$ cat config.mk
export PLATFORM = sky130hd
export DESIGN_NAME = load_store_unit_flat
export DESIGN_NICKNAME = d
export VERILOG_FILES = /design/src/rtl/load_store_unit_if.sv /design/src/rtl/load_store_unit.sv /design/src/flat_wrapper.sv
export SDC_FILE = /design/constraint.sdc
export NUM_CORES = 1
export LEC_CHECK = 0
export ABC_AREA = 0
export ABC_CLOCK_PERIOD_IN_PS = 2450
export CAP_MARGIN = 20
export CORE_MARGIN = 1
export CORE_UTILIZATION = 47
export DETAILED_ROUTE_END_ITERATION = 8
export PLACE_DENSITY = 0.78
export SLEW_MARGIN = 20
export SYNTH_ARGS = -nofsm -noshare
export SYNTH_HDL_FRONTEND = slang
export SYNTH_SLANG_ARGS = --single-unit
$ cat constraint.sdc
create_clock -name clk -period 2.45 [get_ports clk]
set_clock_uncertainty 0.05 [all_clocks]
set_input_delay 0.49 -clock clk [delete_from_list [all_inputs] [get_ports clk]]
set_output_delay 0.49 -clock clk [all_outputs]
set_load 0.02 [all_outputs]
$ cat src/rtl/load_store_unit_if.sv
// Data-side memory bus between the load/store unit and the data memory.
// Word-wide beats qualified by mem_req and completed by mem_ready.
//   mem_req    master->slave  beat request, held until accepted
//   mem_we     master->slave  1 = write beat
//   mem_addr   master->slave  word-aligned beat address
//   mem_be     master->slave  byte-lane enables (bit i = lane i)
//   mem_wdata  master->slave  lane-aligned write data
//   mem_rdata  slave->master  read data, valid with mem_req & mem_ready
//   mem_ready  slave->master  beat accepted/completed this cycle
interface load_store_unit_if #(
  parameter int ADDR_W = 32
);
  logic              mem_req;
  logic              mem_we;
  logic [ADDR_W-1:0] mem_addr;
  logic [3:0]        mem_be;
  logic [31:0]       mem_wdata;
  logic [31:0]       mem_rdata;
  logic              mem_ready;

  modport master (
    output mem_req, mem_we, mem_addr, mem_be, mem_wdata,
    input  mem_rdata, mem_ready
  );

  modport slave (
    input  mem_req, mem_we, mem_addr, mem_be, mem_wdata,
    output mem_rdata, mem_ready
  );
endinterface

$ cat src/rtl/load_store_unit.sv
// Load/store unit: data-side memory stage of the core.
// Turns one load/store instruction into one or two word beats on the data
// bus (misaligned half/word accesses split across two words) and returns a
// size- and sign-extended load result.
// Ports:
//   clk, rst_n        core clock, async active-low reset
//   MemRead/MemWrite  load/store request (write wins when both set)
//   DataType          0 = sign-extend load, 1 = zero-extend
//   DataSize          00 word, 01 half, 10 byte, 11 word
//   Address           byte address from the ALU
//   WriteData         store data (rs2)
//   ReadData          extended load result, valid in DONE
//   Stall             hold PC / suppress RegWrite while the access runs
//   SplitAccess       current access needs two beats
//   bus               data memory bus (master side)
//
// state | meaning
// IDLE  | no access; on op latch beat 0/1 controls and stall the core
// BEAT0 | first beat on the bus, waiting for mem_ready
// BEAT1 | second beat of a split access, waiting for mem_ready
// DONE  | result presented for one cycle, core released
module load_store_unit #(
  parameter int ADDR_W = 32
) (
  input  logic              clk,
  input  logic              rst_n,
  input  logic              MemRead,
  input  logic              MemWrite,
  input  logic              DataType,
  input  logic [1:0]        DataSize,
  input  logic [ADDR_W-1:0] Address,
  input  logic [31:0]       WriteData,
  output logic [31:0]       ReadData,
  output logic              Stall,
  output logic              SplitAccess,
  load_store_unit_if.master bus
);

  typedef enum logic [1:0] {IDLE, BEAT0, BEAT1, DONE} state_e;

  state_e state_q, state_d;

  logic              mem_we_q, mem_we_d;
  logic [ADDR_W-1:0] mem_addr_q, mem_addr_d;
  logic [3:0]        mem_be_q, mem_be_d;
  logic [31:0]       mem_wdata_q, mem_wdata_d;
  logic              split_q, split_d;
  logic [ADDR_W-1:0] b1_addr_q, b1_addr_d;
  logic [3:0]        b1_be_q, b1_be_d;
  logic [31:0]       b1_wdata_q, b1_wdata_d;
  logic [31:0]       r0_q, r0_d;
  logic [31:0]       r1_q, r1_d;
  logic [1:0]        off_q, off_d;
  logic [1:0]        size_q, size_d;
  logic              dtype_q, dtype_d;
  logic              wr_q, wr_d;

  logic              op;
  logic [1:0]        off;
  logic              is_byte, is_half, is_word, split;
  logic [3:0]        size_mask;
  logic [7:0]        be_span;
  logic [63:0]       wdata_span;
  logic [ADDR_W-1:0] base_addr;
  logic              mem_req;
  logic              stall_raw;
  logic [63:0]       raw64;
  logic [31:0]       raw;
  logic              unused_raw_hi;

  // Request decode. Lanes/data are shifted across a two-word span so the
  // low half is beat 0 and the high half is beat 1 of a split access.
  always_comb begin
    op         = MemRead | MemWrite;
    off        = Address[1:0];
    base_addr  = {Address[ADDR_W-1:2], 2'b00};
    is_byte    = (DataSize == 2'b10);
    is_half    = (DataSize == 2'b01);
    is_word    = !is_byte && !is_half;
    size_mask  = is_byte ? 4'b0001 : (is_half ? 4'b0011 : 4'b1111);
    be_span    = {4'b0000, size_mask} << off;
    wdata_span = {32'h0, WriteData} << {off, 3'b000};
    split      = (is_half && (off == 2'b11)) || (is_word && (off != 2'b00));
  end

  always_comb begin
    state_d     = state_q;
    mem_we_d    = mem_we_q;
    mem_addr_d  = mem_addr_q;
    mem_be_d    = mem_be_q;
    mem_wdata_d = mem_wdata_q;
    split_d     = split_q;
    b1_addr_d   = b1_addr_q;
    b1_be_d     = b1_be_q;
    b1_wdata_d  = b1_wdata_q;
    r0_d        = r0_q;
    r1_d        = r1_q;
    off_d       = off_q;
    size_d      = size_q;
    dtype_d     = dtype_q;
    wr_d        = wr_q;
    mem_req     = 1'b0;
    stall_raw   = 1'b0;

    case (state_q)
      IDLE: begin
        if (op) begin
          stall_raw   = 1'b1;
          state_d     = BEAT0;
          mem_we_d    = MemWrite;
          mem_addr_d  = base_addr;
          mem_be_d    = be_span[3:0];
          mem_wdata_d = wdata_span[31:0];
          b1_addr_d   = base_addr + ADDR_W'(4);
          b1_be_d     = be_span[7:4];
          b1_wdata_d  = wdata_span[63:32];
          split_d     = split;
          off_d       = off;
          size_d      = DataSize;
          dtype_d     = DataType;
          wr_d        = MemWrite;
          // R1 must read as zero for single-beat loads
          r0_d        = 32'h0;
          r1_d        = 32'h0;
        end
      end
      BEAT0: begin
        mem_req   = 1'b1;
        stall_raw = 1'b1;
        if (bus.mem_ready) begin
          if (!wr_q) r0_d = bus.mem_rdata;
          if (split_q) begin
            state_d     = BEAT1;
            mem_addr_d  = b1_addr_q;
            mem_be_d    = b1_be_q;
            mem_wdata_d = b1_wdata_q;
          end else begin
            state_d = DONE;
          end
        end
      end
      BEAT1: begin
        mem_req   = 1'b1;
        stall_raw = 1'b1;
        if (bus.mem_ready) begin
          if (!wr_q) r1_d = bus.mem_rdata;
          state_d = DONE;
        end
      end
      DONE: begin
        state_d = IDLE;
      end
      default: begin
        state_d = IDLE;
      end
    endcase
  end

  always_ff @(posedge clk or negedge rst_n) begin
    if (!rst_n) begin
      state_q     <= IDLE;
      mem_we_q    <= 1'b0;
      mem_addr_q  <= '0;
      mem_be_q    <= 4'h0;
      mem_wdata_q <= 32'h0;
      split_q     <= 1'b0;
      b1_addr_q   <= '0;
      b1_be_q     <= 4'h0;
      b1_wdata_q  <= 32'h0;
      r0_q        <= 32'h0;
      r1_q        <= 32'h0;
      off_q       <= 2'b00;
      size_q      <= 2'b00;
      dtype_q     <= 1'b0;
      wr_q        <= 1'b0;
    end else begin
      state_q     <= state_d;
      mem_we_q    <= mem_we_d;
      mem_addr_q  <= mem_addr_d;
      mem_be_q    <= mem_be_d;
      mem_wdata_q <= mem_wdata_d;
      split_q     <= split_d;
      b1_addr_q   <= b1_addr_d;
      b1_be_q     <= b1_be_d;
      b1_wdata_q  <= b1_wdata_d;
      r0_q        <= r0_d;
      r1_q        <= r1_d;
      off_q       <= off_d;
      size_q      <= size_d;
      dtype_q     <= dtype_d;
      wr_q        <= wr_d;
    end
  end

  // Load result: pick the addressed bytes out of {R1, R0}, then extend.
  always_comb begin
    raw64 = {r1_q, r0_q} >> {off_q, 3'b000};
    raw   = raw64[31:0];
    case (size_q)
      2'b10:   ReadData = dtype_q ? {24'h0, raw[7:0]}  : {{24{raw[7]}}, raw[7:0]};
      2'b01:   ReadData = dtype_q ? {16'h0, raw[15:0]} : {{16{raw[15]}}, raw[15:0]};
      default: ReadData = raw;
    endcase
    if (wr_q) ReadData = 32'h0;
  end

  // Shift is at most 24 bits, so the top word of the span is never selected.
  assign unused_raw_hi = ^raw64[63:32];

  // Stall is gated by rst_n so the core is released while reset is held.
  assign Stall         = stall_raw & rst_n;
  assign SplitAccess   = split_q;
  assign bus.mem_req   = mem_req;
  assign bus.mem_we    = mem_we_q;
  assign bus.mem_addr  = mem_addr_q;
  assign bus.mem_be    = mem_be_q;
  assign bus.mem_wdata = mem_wdata_q;

endmodule

$ cat src/flat_wrapper.sv
// flat-port wrapper written by rule: the top's interface ports become plain ports
module load_store_unit_flat 
#(
  parameter int ADDR_W = 32
)
  (clk, rst_n, MemRead, MemWrite, DataType, DataSize, Address, WriteData, ReadData, Stall, SplitAccess, bus_mem_req, bus_mem_we, bus_mem_addr, bus_mem_be, bus_mem_wdata, bus_mem_rdata, bus_mem_ready);
  load_store_unit_if #(.ADDR_W(ADDR_W)) bus_i ();
  input  logic clk;
  input  logic rst_n;
  input  logic MemRead;
  input  logic MemWrite;
  input  logic DataType;
  input  logic [1:0] DataSize;
  input  logic [ADDR_W-1:0] Address;
  input  logic [31:0] WriteData;
  output logic [31:0] ReadData;
  output logic Stall;
  output logic SplitAccess;
  output wire logic [$bits(bus_i.mem_req)-1:0] bus_mem_req;
  output wire logic [$bits(bus_i.mem_we)-1:0] bus_mem_we;
  output wire logic [$bits(bus_i.mem_addr)-1:0] bus_mem_addr;
  output wire logic [$bits(bus_i.mem_be)-1:0] bus_mem_be;
  output wire logic [$bits(bus_i.mem_wdata)-1:0] bus_mem_wdata;
  input wire logic [$bits(bus_i.mem_rdata)-1:0] bus_mem_rdata;
  input wire logic [$bits(bus_i.mem_ready)-1:0] bus_mem_ready;
  assign bus_mem_req = bus_i.mem_req;
  assign bus_mem_we = bus_i.mem_we;
  assign bus_mem_addr = bus_i.mem_addr;
  assign bus_mem_be = bus_i.mem_be;
  assign bus_mem_wdata = bus_i.mem_wdata;
  assign bus_i.mem_rdata = bus_mem_rdata;
  assign bus_i.mem_ready = bus_mem_ready;
  load_store_unit #(.ADDR_W(ADDR_W)) u_core (.clk(clk), .rst_n(rst_n), .MemRead(MemRead), .MemWrite(MemWrite), .DataType(DataType), .DataSize(DataSize), .Address(Address), .WriteData(WriteData), .ReadData(ReadData), .Stall(Stall), .SplitAccess(SplitAccess), .bus(bus_i));
endmodule
After elaboration in Yosys (flattened, before gate mapping)
Index checks and enable logic that the tools add are counted.
- flip-flop bits (word level): 209
- add/subtract/negate cells: 1
- mux-type cells: 31
- bitwise operators: 2
- reduce and logical (&&, ||, !) cells: 16
- equality and inequality tests: 14
- shift operators: 3
- operator list (operator ; number):
    two-way mux 32 bit ; 12
    case mux 32 bit (2 select lines) ; 5
    left shift 32 x 5 -> 64 bit ; 1
    right shift 64 x 5 -> 32 bit ; 1
    adder 32 x 3 -> 32 bit (second input constant) ; 1
    two-way mux 4 bit ; 5
    AND reduction 4 bit ; 3
    == test 2 bit (second input constant) ; 5
    inequality test 2 bit (second input constant) ; 4
    case mux 2 bit (4 select lines) ; 1
    case mux 4 bit (2 select lines) ; 1
    left shift 4 x 2 -> 8 bit ; 1
    == test 2 x 1 -> 1 bit (second input constant) ; 3
    two-way mux 2 bit ; 3
    nonzero test 2 bit ; 3
    inequality test 2 x 1 -> 1 bit (second input constant) ; 2
    logical AND 1 bit ; 3
    two-way mux 1 bit ; 3
    AND reduction 3 bit ; 1
    zero test 1 bit ; 2
    zero test 2 bit ; 1
    case mux 1 bit (2 select lines) ; 1
    AND reduction 2 bit ; 1
    OR reduction 2 bit ; 1
    3 further kinds ; 3

Longest topological paths before layout
- depth after elaboration: 6
- mapped depth: 9
- gate-level depth less buffers: 6

Worst setup path after synthesis
Ideal clock, no wire load.
- path type: register to output
- start: register u_core.off_q[0]
- end: output port ReadData[21]
- slack: -0.029 ns
- arrival: 1.939 ns
- required time: 1.910 ns
- cell stages (with the launch flop): 8
- path through: dfrtp_1 > clkbuf_1 > mux4_2 > a221oi_1 > or2_2 > clkbuf_1 > buf_2 > a21oi_1
- cells in the longest elaborated chain, start to end: 4
- elaborated cells on any way between the ends: 5
- those cells by class: 1 x shift; 4 x mux
- ends and longest elaborated chain (what ; RTL line ; text):
    start: declaration ; load_store_unit.sv:53 ; logic [1:0] off_q, off_d;
    start signal: assignment ; load_store_unit.sv:172 ; off_q <= 2'b00;
    start signal: assignment ; load_store_unit.sv:188 ; off_q <= off_d;
    right shift 64 x 5 -> 32 bit (*) ; load_store_unit.sv:197 ; raw64 = {r1_q, r0_q} >> {off_q, 3'b000};
    two-way mux 32 bit (on tied branches) ; load_store_unit.sv:201, load_store_unit.sv:200 ;
    case mux 32 bit (2 select lines) (*) ; load_store_unit.sv:199 ; case (size_q)
    two-way mux 32 bit (*) ; load_store_unit.sv:204 ; if (wr_q) ReadData = 32'h0;
    end: declaration ; flat_wrapper.sv:16 ; output logic [31:0] ReadData;
Mark *: on every way between the ends. The rest lies on a longest branch, timed or not.

Final worst setup path
- start: register u_core.off_q[1]
- end: output port ReadData[26]
Same word-level chain as after synthesis.

==> out/metrics.yaml <==
status:
  status: "finished, violations left"
  violations: "negative setup slack"
critical_path:
  path_cells: "mux4_2 > a221oi_4 > or2_4 > a21oi_1 > buf_2"
  startpoint_type: "flip-flop"
  cp.required_ns: 1.91
  critPathBufInv: 1
  cpPeakStageDelay_ns: 0.56
  crit_arrival_ns: 2.19
  worstSetupPathType: "flip-flop to primary output"
  crit_family: "multiplexers"
  end_kind: "primary output"
  cp_max_fo: 8
  cp_slowest_cell: "mux4_2"
grt:
  grt_pass1_wl_um: 44700
  grt-ovfl-total: 0
  grt_use_total_pct: 26.3
  grt_max_degree: 129
  antenna_found_initial: 1
  first_global_vias: 8550
timing:
  max_freq_mhz: 367
  rsz0062_at_grt: "yes"
  layout_min_cycle_time_ns: 2.73
  timing.final.crit_share_pct: 111
  fin_tns_setup_ns: -5.52
  slew_headroom_pct: 47.4
  fin_ws_ns: -0.276
  setup_viol: 30
  tightest_slew_ns: 0.787
  report.final.slew_viol_count: 0
  hold_viol: 0
drt:
  antenna_left: 0
  drc: 0
  routedWlPerCell_um: 18.3
  via_per_inst: 5.72
  wl_um: 28200
  drt_iter0_markers: 545
  first_pass_iters: 5
  vias: 8786
logic_synthesis:
  yosys.area_share.adder_pct: 1.28
  syn_area_sq_mm: 0.00981
  synth-xor-area-share_pct: 1.25
  synth_seq_cells: 188
  synth_cell_types: 46
  syn_avg_cell_area_sq_um: 9.65
  synth_edf_count: 0
  async_flop_share_pct: 100
  synth_compound_area_share_pct: 16.0
  ys_seq_area_share_pct: 48.0
  ys.flop_type: "dfrtp_1"
  yosys_warnings: 0
  syn_inst: 1016
  yosys.area_share.simple_pct: 15.4
  muxShareOfSynthArea_pct: 13.4
  synth_top_family_by_area: "compound AO/OA/AOI/OAI gates"
placement:
  gp_congestion: 0.877
  placed_area_sq_mm: 0.0126
  dp_hpwl_um: 19200
  place.port_buffers: 205
clock_tree:
  clkLatencyLatePin_ns: 0.43
  cts_buffers: 17
  cts-root-buf: "clkbuf_16"
  clkTransAtPathRegs_ns: 0.07
  htreeDepth: 4
  cts_sinks: 188
  cts_tree: "yes"
  clockBufferDepth: 2
power_and_ir_drop:
  p_per_area_mw_per_mm2: 1350
  peakVddDrop_mv: 0.735
  power_leakage_uw: 0.00568
final_layout:
  fillers: 1576
  seq_area_sq_mm: 0.00471
  antenna_cells: 0
  finish.instance_area_sq_mm: 0.0135
  final_cell_mix: "dfrtp_1 (187), clkdlybuf4s50_1 (170), nand2_1 (141)"
  layout_commonest_cell: "dfrtp_1"
  multiInputGateArea_sq_mm: 0.00483
  layout-drive-gt1-share_pct: 19.4
  syn_to_final_growth_pct: 37.3
  layout.nets: 1368
floorplanning:
  die_width_um: 146
  start_util_pct: 48.2
  die_y_um: 146
  row_count: 52
  io_pins: 208
  core_sq_mm: 0.0204
  die_area_sq_mm: 0.0215
flow_run:
  maxCapViolations: 0
worst_hold_path:
  worstHoldPathType: "primary input to async pin"
## cell usage after synthesis, drive strengths merged (4+ instances only)
master,instances,area share (%)
a22o,32,2.9
a21oi,84,4.3
and4,4,0.37
xnor2,8,0.71
o21ai,63,3.2
nor2b,13,0.83
clkbuf,57,2.2
nand2,148,5.7
xor2,6,0.54
o22ai,9,0.57
ha,10,1.3
dfrtp,188,48
buf,24,1.2
o31ai,7,0.54
mux2,17,2.0
inv,34,1.3
nand4,7,0.60
or3,9,0.57
mux4,32,7.3
a31oi,23,1.5
a221oi,9,0.80
a22oi,25,1.9
nand3,19,0.97
or4,5,0.38
mux2i,40,4.1
nor2,112,4.3
nor3,6,0.31
## layer usage
metal / GRT usage, % / routed length (um)
met3: 6.06 / 2070
met5: 0 / 13
met1: 34.7 / 11900
met2: 43.0 / 13500
met4: 8.49 / 622
## path summary, 6_finish.rpt
| kind | startpoint | to | slack, ns | cells past startpoint |
|---|---|---|---|---|
| worst max-delay path | u_core.off_q[1] | ReadData[26] | -0.28 | 5 |
| worst min-delay path | rst_n | u_core.r0_q[4] | 0.39 | 2 |
| worst max register to register | u_core.state_q[1] | u_core.bus.mem_be[1] | 0.22 | 8 |
| worst min register to register | u_core.b1_wdata_q[16] | u_core.b1_wdata_q[16] | 0.42 | 2 |
| max in group asynchronous | rst_n | u_core.b1_addr_q[11] | 1.05 | 3 |
| min in group clk | u_core.b1_wdata_q[16] | u_core.b1_wdata_q[16] | 0.42 | 2 |
## flip-flops by register name, indices dropped and copies added (netlist names)
| name | cells |
|---|---|
| u_core.b1_be_q | 3 |
| u_core.b1_addr_q | 30 |
| u_core.size_q | 2 |
| u_core.b1_wdata_q | 24 |
| u_core.bus.mem_wdata | 32 |
| u_core.SplitAccess | 1 |
| u_core.r0_q | 32 |
| u_core.bus.mem_addr | 30 |
| u_core.bus.mem_we | 1 |
| u_core.bus.mem_be | 4 |
| u_core.state_q | 2 |
| u_core.r1_q | 24 |
| u_core.dtype_q | 1 |
| u_core.off_q | 2 |
## per-stage QoR
| stage | setup slack [ns] | hold WS (ns) | util (%) | std cells | power [uW] |
|---|---|---|---|---|---|
| after floorplan | 0.00809 | 0.144 | - | 1017 | 11100 |
| after global placement | -0.220 | 0.263 | 62.0 | 1491 | 14700 |
| after detailed placement | -0.290 | 0.266 | 62.0 | 1491 | 15000 |
| after CTS | -0.271 | 0.373 | 65.4 | 1533 | 18000 |
| after global routing | -0.353 | 0.387 | 66.1 | 1537 | 19400 |
| final | -0.276 | 0.389 | 66.1 | 1537 | 18200 |
## cell type report
| class | instances | share of cell area [%] |
|---|---|---|
| Sequential cell | 188 | 34.9 |
| Inverter | 34 | 0.948 |
| Clock inverter | 14 | 1.36 |
| Clock buffer | 18 | 3.19 |
| Tap cell | 270 | 2.51 |
| Multi-Input combinational cell | 715 | 35.9 |
| Timing Repair Buffer | 298 | 21.2 |
## repair_timing
action,CTS,global route
resized for setup,165,41
endpoints found under the setup margin,34,33
hold endpoints to repair,3,0
cloned,2,0
pin swaps,10,9
hold buffers,1,0
setup buffers,7,6
## worst register-to-register path, stage by stage (launching register included)
cell and delay [ns]:
dfrtp_1 0.43, inv_2 0.13, ha_4 0.22, buf_4 0.25, nor2_1 0.11, a211oi_4 0.34
buf_12 0.36, nor2_1 0.13, a21oi_1 0.14
## where the power goes
| part | internal (uW) | switching [uW] | leakage, uW | total, uW |
|---|---|---|---|---|
| Combinational | 4410 | 5500 | 0.00306 | 9910 |
| Clock | 1550 | 1310 | 0.000299 | 2860 |
| Sequential | 4540 | 931 | 0.00232 | 5470 |
| Total | 10500 | 7740 | 0.00568 | 18200 |
## logic make-up after synthesis
logic type / count (synthesis)
DFF: 188
buffers and inverters: 115
and+or+nand+nor: 343
AOI/OAI and AO/OA: 256
muxes: 89
xor gates and xnor gates: 14
adders and majority gates: 10
other: 1
Power figures use the tool's default switching activity.
